--- src/rtl/strobe_pkg.sv ---
// Shared types and defaults for the strobe-sampled serial receiver.
package strobe_pkg;

  localparam int DATA_W_DEF = 8;

  typedef enum logic [1:0] {
    IDLE = 2'd0,
    DATA = 2'd1,
    STOP = 2'd2
  } state_t;

endpackage

--- src/rtl/strobe_rx.sv ---
// Serial receiver: idle-high line, start bit, LSB-first payload, stop bit,
// sampled only on enable strobes, with a valid/ready output register.
module strobe_rx
  import strobe_pkg::*;
#(
  parameter int DATA_W = DATA_W_DEF
) (
  input  logic              clk,
  input  logic              reset,
  input  logic              enable,
  input  logic              D,
  output logic [DATA_W-1:0] out_data,
  output logic              out_valid,
  input  logic              out_ready,
  output logic              frame_err,
  output logic              overrun
);

  localparam int CNT_W = $clog2(DATA_W);
  localparam logic [CNT_W-1:0] LAST = CNT_W'(DATA_W - 1);

  state_t             r_state;
  logic [CNT_W-1:0]   r_cnt;
  logic [DATA_W-1:0]  r_shift;
  logic [DATA_W-1:0]  r_data;
  logic               r_valid;
  logic               r_ferr;
  logic               r_ovr;
  logic               w_free;

  // The output slot can take a new frame if empty or being drained now.
  assign w_free = !r_valid || out_ready;

  always_ff @(posedge clk) begin
    if (reset) begin
      r_state <= IDLE;
      r_cnt   <= '0;
      r_shift <= '0;
      r_data  <= '0;
      r_valid <= 1'b0;
      r_ferr  <= 1'b0;
      r_ovr   <= 1'b0;
    end else begin
      r_ferr <= 1'b0;
      if (r_valid && out_ready)
        r_valid <= 1'b0;
      if (enable) begin
        unique case (r_state)
          IDLE: begin
            if (!D) begin
              r_state <= DATA;
              r_cnt   <= '0;
            end
          end
          DATA: begin
            r_shift <= {D, r_shift[DATA_W-1:1]};
            if (r_cnt == LAST) begin
              r_state <= STOP;
              r_cnt   <= '0;
            end else begin
              r_cnt <= r_cnt + 1'b1;
            end
          end
          STOP: begin
            r_state <= IDLE;
            if (D) begin
              if (w_free) begin
                r_data  <= r_shift;
                r_valid <= 1'b1;
              end else begin
                r_ovr <= 1'b1;
              end
            end else begin
              r_ferr <= 1'b1;
            end
          end
          default: r_state <= IDLE;
        endcase
      end
    end
  end

  assign out_data  = r_data;
  assign out_valid = r_valid;
  assign frame_err = r_ferr;
  assign overrun   = r_ovr;

endmodule

--- config.mk ---
export PLATFORM = sky130hd
export DESIGN_NAME = strobe_rx
export DESIGN_NICKNAME = d
export VERILOG_FILES = /design/src/rtl/strobe_pkg.sv /design/src/rtl/strobe_rx.sv
export SDC_FILE = /design/constraint.sdc
export NUM_CORES = 1
export LEC_CHECK = 0
export BUFFER_PORTS_ARGS = -buffer_cell sky130_fd_sc_hd__buf_2
export CORE_ASPECT_RATIO = 1.75
export CORE_UTILIZATION = 31
export DETAILED_ROUTE_END_ITERATION = 8
export PLACE_DENSITY = 0.53
export RECOVER_POWER = 50
export SLEW_MARGIN = 10
export SYNTH_ARGS = -nofsm -noshare
export SYNTH_HDL_FRONTEND = slang
export SYNTH_SLANG_ARGS = --single-unit
--- constraint.sdc ---
create_clock -name clk -period 3.3 [get_ports clk]
set_input_delay 0.165 -clock clk [delete_from_list [all_inputs] [get_ports clk]]
set_output_delay 0.165 -clock clk [all_outputs]
set_load 0.05 [all_outputs]
==> run_results.csv, run 1 <==
group,metric,value,unit
synthesis,syn_nets,110,
floorplan,io_pins,16,
sta,skew,0.00298,ns
synthesis,synthesis.area,1040,um^2
cells_and_area,multi_input_area,508,um^2
global_route,globalRouteTotalUtil,0.108,
clocking,clock_tree.htree_level_count,1,
clocking,worst_skew_pair.late_latency,0.26,ns
synthesis,synth_area_per_cell,10.1,um^2
floorplan,core_area,3180,um^2
worst_setup_path,rr_worst_depth,3,
power_and_ir_drop,finalPower,492,uW
worst_setup_path,cp.arrival,1.64,ns
worst_setup_path,start_kind,"flip-flop",
floorplan,floorplan.initialDensity,0.329,
synthesis,post-synth-top-count-cell,"sky130_fd_sc_hd__dfxtp_1",
clocking,post_cts_hold_buffer_count,0,
synthesis,netlist_top_cells_count,"24 x sky130_fd_sc_hd__dfxtp_1, 17 x sky130_fd_sc_hd__nand2b_1, 16 x sky130_fd_sc_hd__mux2i_1",
sta,tightest_slew,0.600,ns
detailed_routing,average_via_count_per_standard_cell,4.54,
sta,rsz0062_at_grt,"no",
cells_and_area,design_area,1150,um^2
cells_and_area,nets,123,
clocking,cts-buffers-inserted,3,
outcome,run_status,"complete, no violations",
synthesis,post-synth-top-area-fraction,0.460,
global_route,grt_overflow_total,0,
cells_and_area,num-fill-cells,353,
sta,timing.final.crit_share,0.442,
detailed_routing,drt_first_pass_iters,3,
sta,slew_headroom,0.602,
detailed_routing,vias,712,
floorplan,fp.dieH,78.8,um
placed_design,number_of_i_o_port_buffers,15,
placed_design,place.gp.congestion,0.644,
global_route,first_global_vias,710,
cells_and_area,n_antenna_cell,0,
run,max_cap_viol_count,0,
global_route,grt_start_max_net_pins,34,
synthesis,synth_top_cell_by_area,"sky130_fd_sc_hd__dfxtp_1",
cells_and_area,sequential_cell_area,480,um^2
worst_hold_path,hold_path_cells,2,
synthesis,synthArstFlopShare,0,
clocking,tritoncts_clock_tree,"yes",
sta,final-max-slew-violation-count,0,
worst_hold_path,worstHoldPathType,"in -> reg",
synthesis,synth.lib_cells_used.distinct,24,
cells_and_area,layout_cell_share_with_drive_strength_beyond_1,0.0965,
synthesis,synth.area.top_cells,"sky130_fd_sc_hd__dfxtp_1 46%, sky130_fd_sc_hd__mux2i_1 15%, sky130_fd_sc_hd__nand2b_1 10%",
synthesis,netlist_instances,103,
sta,fin_tns_setup,0,ns
placed_design,place_inst,154,
floorplan,dieArea,3620,um^2
clocking,clock_sink_count,24,
clocking,post_cts_buffers,0,
detailed_routing,ant_nets,0,
worst_setup_path,endpoint_kind,"flip-flop",
worst_setup_path,path_class,"reg -> reg",
cells_and_area,final_cells,157,
floorplan,row_count,27,
synthesis,yosys_warn_count,0,
global_route,antenna_violations_before_repair,0,
synthesis,yosys_most_used_dff,"sky130_fd_sc_hd__dfxtp_1",
detailed_routing,wire_per_inst,10.5,um
clocking,number_of_buffers_on_the_longest_clock_path,2,
clocking,cts_resized,0,
sta,achievable-frequency,685,MHz
global_route,wire_length_of_the_first_global_routing_pass,2970,um
synthesis,synth-edff-count,0,
synthesis,number_of_synthesized_register_bits,24,
sta,min_period,1.46,ns
sta,timing_hold_violations_final,0,
placed_design,dp_hpwl,1210,um
worst_setup_path,crit_path_max_fanout,11,
clocking,clock_tree.root_cell,"sky130_fd_sc_hd__clkbuf_8",
power_and_ir_drop,cellLeakagePower,0.426,nW
detailed_routing,drt-initial-drc-count,21,
synthesis,synth.yosys.seq_area_share,0.460,
cells_and_area,area_growth,9.94,%
sta,setup_viol,0,
power_and_ir_drop,ir_worst_vdd,0.186,mV
detailed_routing,wl,1650,um
clocking,clkTransAtPathRegs,0.08,ns
detailed_routing,post-route-drc-count,0,
placed_design,cell_area_after_placement,1130,um^2
worst_setup_path,cp.required,3.48,ns
power_and_ir_drop,power.density_cell_area,428,nW/um^2
floorplan,die-width,45.9,um
metrics by stage:
stage               setup WS (ns)  hold slack (ns)   util
global route                 1.66            0.149  0.362
global placement             1.88            0.424  0.355
detailed placement           1.84            0.428  0.355
floorplan                    2.02            0.242      -
CTS                          1.82            0.147  0.368
finish                       1.84            0.139  0.362
worst max-delay path: stages, from the launching register on:
cell	delay, ns
sky130_fd_sc_hd__dfxtp_1	0.40
sky130_fd_sc_hd__nand4b_1	0.27
sky130_fd_sc_hd__nor2b_2	0.47
sky130_fd_sc_hd__mux2i_1	0.25
placed cells by master (no fill, tap or decap):
cell type                   n
sky130_fd_sc_hd__dfxtp_1   24
sky130_fd_sc_hd__nand2b_1  17
sky130_fd_sc_hd__mux2i_1   16
sky130_fd_sc_hd__nor2_1    11
sky130_fd_sc_hd__clkbuf_1  11
sky130_fd_sc_hd__a21oi_1    5
sky130_fd_sc_hd__nand4b_1   4
sky130_fd_sc_hd__buf_2      4
sky130_fd_sc_hd__o21ai_0    3
sky130_fd_sc_hd__clkbuf_8   3
sky130_fd_sc_hd__nor2b_1    2
sky130_fd_sc_hd__nand3b_1   2
sky130_fd_sc_hd__ha_1       2
sky130_fd_sc_hd__nor2b_2    1
sky130_fd_sc_hd__inv_1      1
sky130_fd_sc_hd__nor3b_1    1
sky130_fd_sc_hd__or3b_1     1
sky130_fd_sc_hd__o31ai_1    1
sky130_fd_sc_hd__nand2b_2   1
sky130_fd_sc_hd__nand3_1    1
sky130_fd_sc_hd__mux2_2     1
sky130_fd_sc_hd__nor3_1     1
sky130_fd_sc_hd__o21ba_2    1
sequential cells by signal, indices dropped and copies added, names as in the netlist:
signal	count
out_data	8
r_shift	8
r_cnt	3
r_state	2
frame_err	1
out_valid	1
overrun	1
power breakdown:
group          internal (mW)  switching (mW)
logic                 0.0140          0.0151
clock network         0.0813          0.0835
registers              0.293         0.00505
final timing paths:
check / end / slack (ns) / start
worst min register to register: out_data[4]$_SDFFE_PP0P_ / 0.47 / out_data[4]$_SDFFE_PP0P_
worst min-delay path: frame_err$_SDFF_PP0_ / 0.14 / D
worst max register to register: out_data[1]$_SDFFE_PP0P_ / 1.84 / r_state[0]$_SDFFE_PP0P_
worst max-delay path: out_data[1]$_SDFFE_PP0P_ / 1.84 / r_state[0]$_SDFFE_PP0P_
kinds of logic (layout without fill, tap and decap cells):
family	after synthesis	in the layout	share of synthesized area
AOI/OAI and AO/OA	10	10	0.0551
adders and majority gates	2	2	0.0239
buffers and inverters	8	19	0.0479
DFF	24	24	0.460
muxes	17	17	0.164
and+or+nand+nor	42	42	0.249
metal layers:
| metal | GRT usage | vias to the layer above | wire, um |
|---|---|---|---|
| met5 | 0 | - | 0 |
| met2 | 0.186 | 6 | 867 |
| met4 | 0.0529 | 0 | 19 |
| met1 | 0.119 | 333 | 731 |
| li1 | - | 371 | - |
| met3 | 0.0205 | 2 | 34 |
layout make-up:
class | instances | share of cell area
sequential | 24 | 0.418
multi-input combinational | 71 | 0.442
tap | 43 | 0.0468
inverter | 1 | 0.00327
timing repair buffer | 15 | 0.0534
clock buffer | 3 | 0.0359
(Power assumes the default switching activity.)
==> run 2, diff against run 1 <==
- clock period: 3.3 -> 1.5 ns (I/O delays scaled with it)
==> run_results.csv, run 2 (synthesis gave the netlist of run 1 again) <==
group,metric,value,unit
global_route,grt_start_max_net_pins,34,
sta,setup_viol,0,
sta,final-max-slew-violation-count,0,
worst_setup_path,cp_slowest_stage_delay,0.40,ns
power_and_ir_drop,total_switching_power,236,uW
worst_setup_path,endpoint_kind,"flip-flop",
power_and_ir_drop,comb_power_share,0.058,
power_and_ir_drop,netSwitchingFraction,0.206,
power_and_ir_drop,seq_power_share,0.572,
placed_design,worst_setup_slack_before_clock_tree_synthesis,0.256,ns
clocking,post_cts_hold_buffer_count,0,
sta,slew_headroom,0.598,
sta,timing.final.crit_share,0.837,
worst_setup_path,critical_path.cell_chain,"nand4b_1, nor2b_2, buf_4, mux2i_1",
clocking,cts_resized,0,
clocking,worst_skew_pair.late_latency,0.26,ns
power_and_ir_drop,finalPower,1.15,mW
floorplan,core_area,3180,um^2
power_and_ir_drop,power.density_cell_area,974,nW/um^2
floorplan,floorplan.initialDensity,0.329,
sta,fin_tns_setup,0,ns
clocking,post_cts_buffers,0,
clocking,cts-buffers-inserted,3,
sta,rsz0062_at_grt,"no",
worst_setup_path,start_kind,"flip-flop",
run,max_cap_viol_count,0,
worst_setup_path,critical_path.slowest_cell,"sky130_fd_sc_hd__dfxtp_1",
sta,timing_hold_violations_final,0,
sta,tightest_slew,0.606,ns
worst_setup_path,setup.reg_to_reg.worst_slack,0.24,ns
floorplan,fp.dieH,78.8,um
power_and_ir_drop,cellLeakagePower,0.443,nW
sta,whs,0.0394,ns
global_route,wire_length_of_the_first_global_routing_pass,2920,um
cells_and_area,n_antenna_cell,0,
global_route,first_global_vias,698,
worst_setup_path,timing.critical_path.buf_inv,1,
worst_setup_path,cp.arrival,1.45,ns
floorplan,row_count,27,
sta,postLayoutSetupSlackWorst,0.244,ns
power_and_ir_drop,cell_internal_pwr,911,uW
placed_design,place_inst,156,
floorplan,die-width,45.9,um
cells_and_area,most_frequent_cells_in_the_layout,"24 x sky130_fd_sc_hd__dfxtp_1, 17 x sky130_fd_sc_hd__nand2b_1, 16 x sky130_fd_sc_hd__mux2i_1, 11 x sky130_fd_sc_hd__nor2_1, 11 x sky130_fd_sc_hd__clkbuf_1",
cells_and_area,area_growth,12.7,%
detailed_routing,ant_nets,0,
detailed_routing,drt_first_pass_iters,5,
placed_design,dp_hpwl,1190,um
cells_and_area,final_cells,160,
detailed_routing,post-route-drc-count,0,
worst_setup_path,crit_path_max_fanout,11,
detailed_routing,wire_per_inst,10.3,um
power_and_ir_drop,ir_worst_vdd,0.598,mV
clocking,clock_tree.root_cell,"sky130_fd_sc_hd__clkbuf_8",
sta,achievable-frequency,796,MHz
outcome,run_status,"complete, no violations",
worst_setup_path,path_delay_family,"simple AND/OR/NAND/NOR gates",
cells_and_area,nets,125,
placed_design,place.gp.congestion,0.663,
cells_and_area,layout_commonest_cell,"sky130_fd_sc_hd__dfxtp_1",
worst_hold_path,worstHoldPathType,"in -> reg",
cells_and_area,layout_cell_share_with_drive_strength_beyond_1,0.120,
sta,min_period,1.26,ns
placed_design,number_of_i_o_port_buffers,15,
worst_setup_path,path_class,"reg -> reg",
detailed_routing,wl,1650,um
detailed_routing,vias,745,
global_route,antenna_violations_before_repair,0,
floorplan,dieArea,3620,um^2
clocking,clock_tree.htree_level_count,1,
floorplan,io_pins,16,
clocking,clock_sink_count,24,
detailed_routing,drt-initial-drc-count,9,
clocking,clkTransAtPathRegs,0.08,ns
detailed_routing,average_via_count_per_standard_cell,4.66,
global_route,grt_overflow_total,0,
global_route,globalRouteTotalUtil,0.110,
power_and_ir_drop,p_clk_frac,0.370,
worst_setup_path,cp.required,1.70,ns
sta,skew,0.00263,ns
clocking,number_of_buffers_on_the_longest_clock_path,2,
clocking,tritoncts_clock_tree,"yes",
## run 2: cell count changes in the layout (fill, tap and decap cells not counted)
cell                       delta
sky130_fd_sc_hd__clkbuf_8     +1
sky130_fd_sc_hd__buf_4        +2
## run 2: power groups by stage
stage / clock network (mW) / registers [mW] / logic (mW)
6_report: 0.424 / 0.655 / 0.0670
4_1_cts: 0.446 / 0.655 / 0.0689
5_1_grt: 0.463 / 0.657 / 0.0756
3_3_place_gp: 0 / 0.669 / 0.0673
3_5_place_dp: 0 / 0.670 / 0.0690
2_1_floorplan: 0 / 0.662 / 0.0649
## run 2: routing by layer
metal  GRT usage  part of all wire  up-vias
met4      0.0794             0.036        0
met5           0                 0        -
met1       0.122              0.44      348
met2       0.172              0.50       15
li1            -                 -      375
met3      0.0273             0.029        7
## run 2: worst paths after layout
path | start | end | cells past startpoint
hold / removal | D | frame_err$_SDFF_PP0_ | 2
hold reg to reg | out_data[0]$_SDFFE_PP0P_ | out_data[0]$_SDFFE_PP0P_ | 2
setup / recovery | r_state[0]$_SDFFE_PP0P_ | out_data[2]$_SDFFE_PP0P_ | 4
setup reg to reg | r_state[0]$_SDFFE_PP0P_ | out_data[2]$_SDFFE_PP0P_ | 4
## run 2: cell type report
cell class / instances / area, um^2
tap: 43 / 53.8
multi-input combinational: 71 / 508
clock buffer: 4 / 55.1
timing repair buffer: 17 / 76.3
fill: 356 / 2000
inverter: 1 / 3.75
sequential: 24 / 480
## run 2: metrics by stage
step	utilization	cell area, um^2
2_1_floorplan	-	1040
3_3_place_gp	0.360	1140
5_1_grt	0.371	1180
4_1_cts	0.377	1200
6_report	0.371	1180
3_5_place_dp	0.360	1140
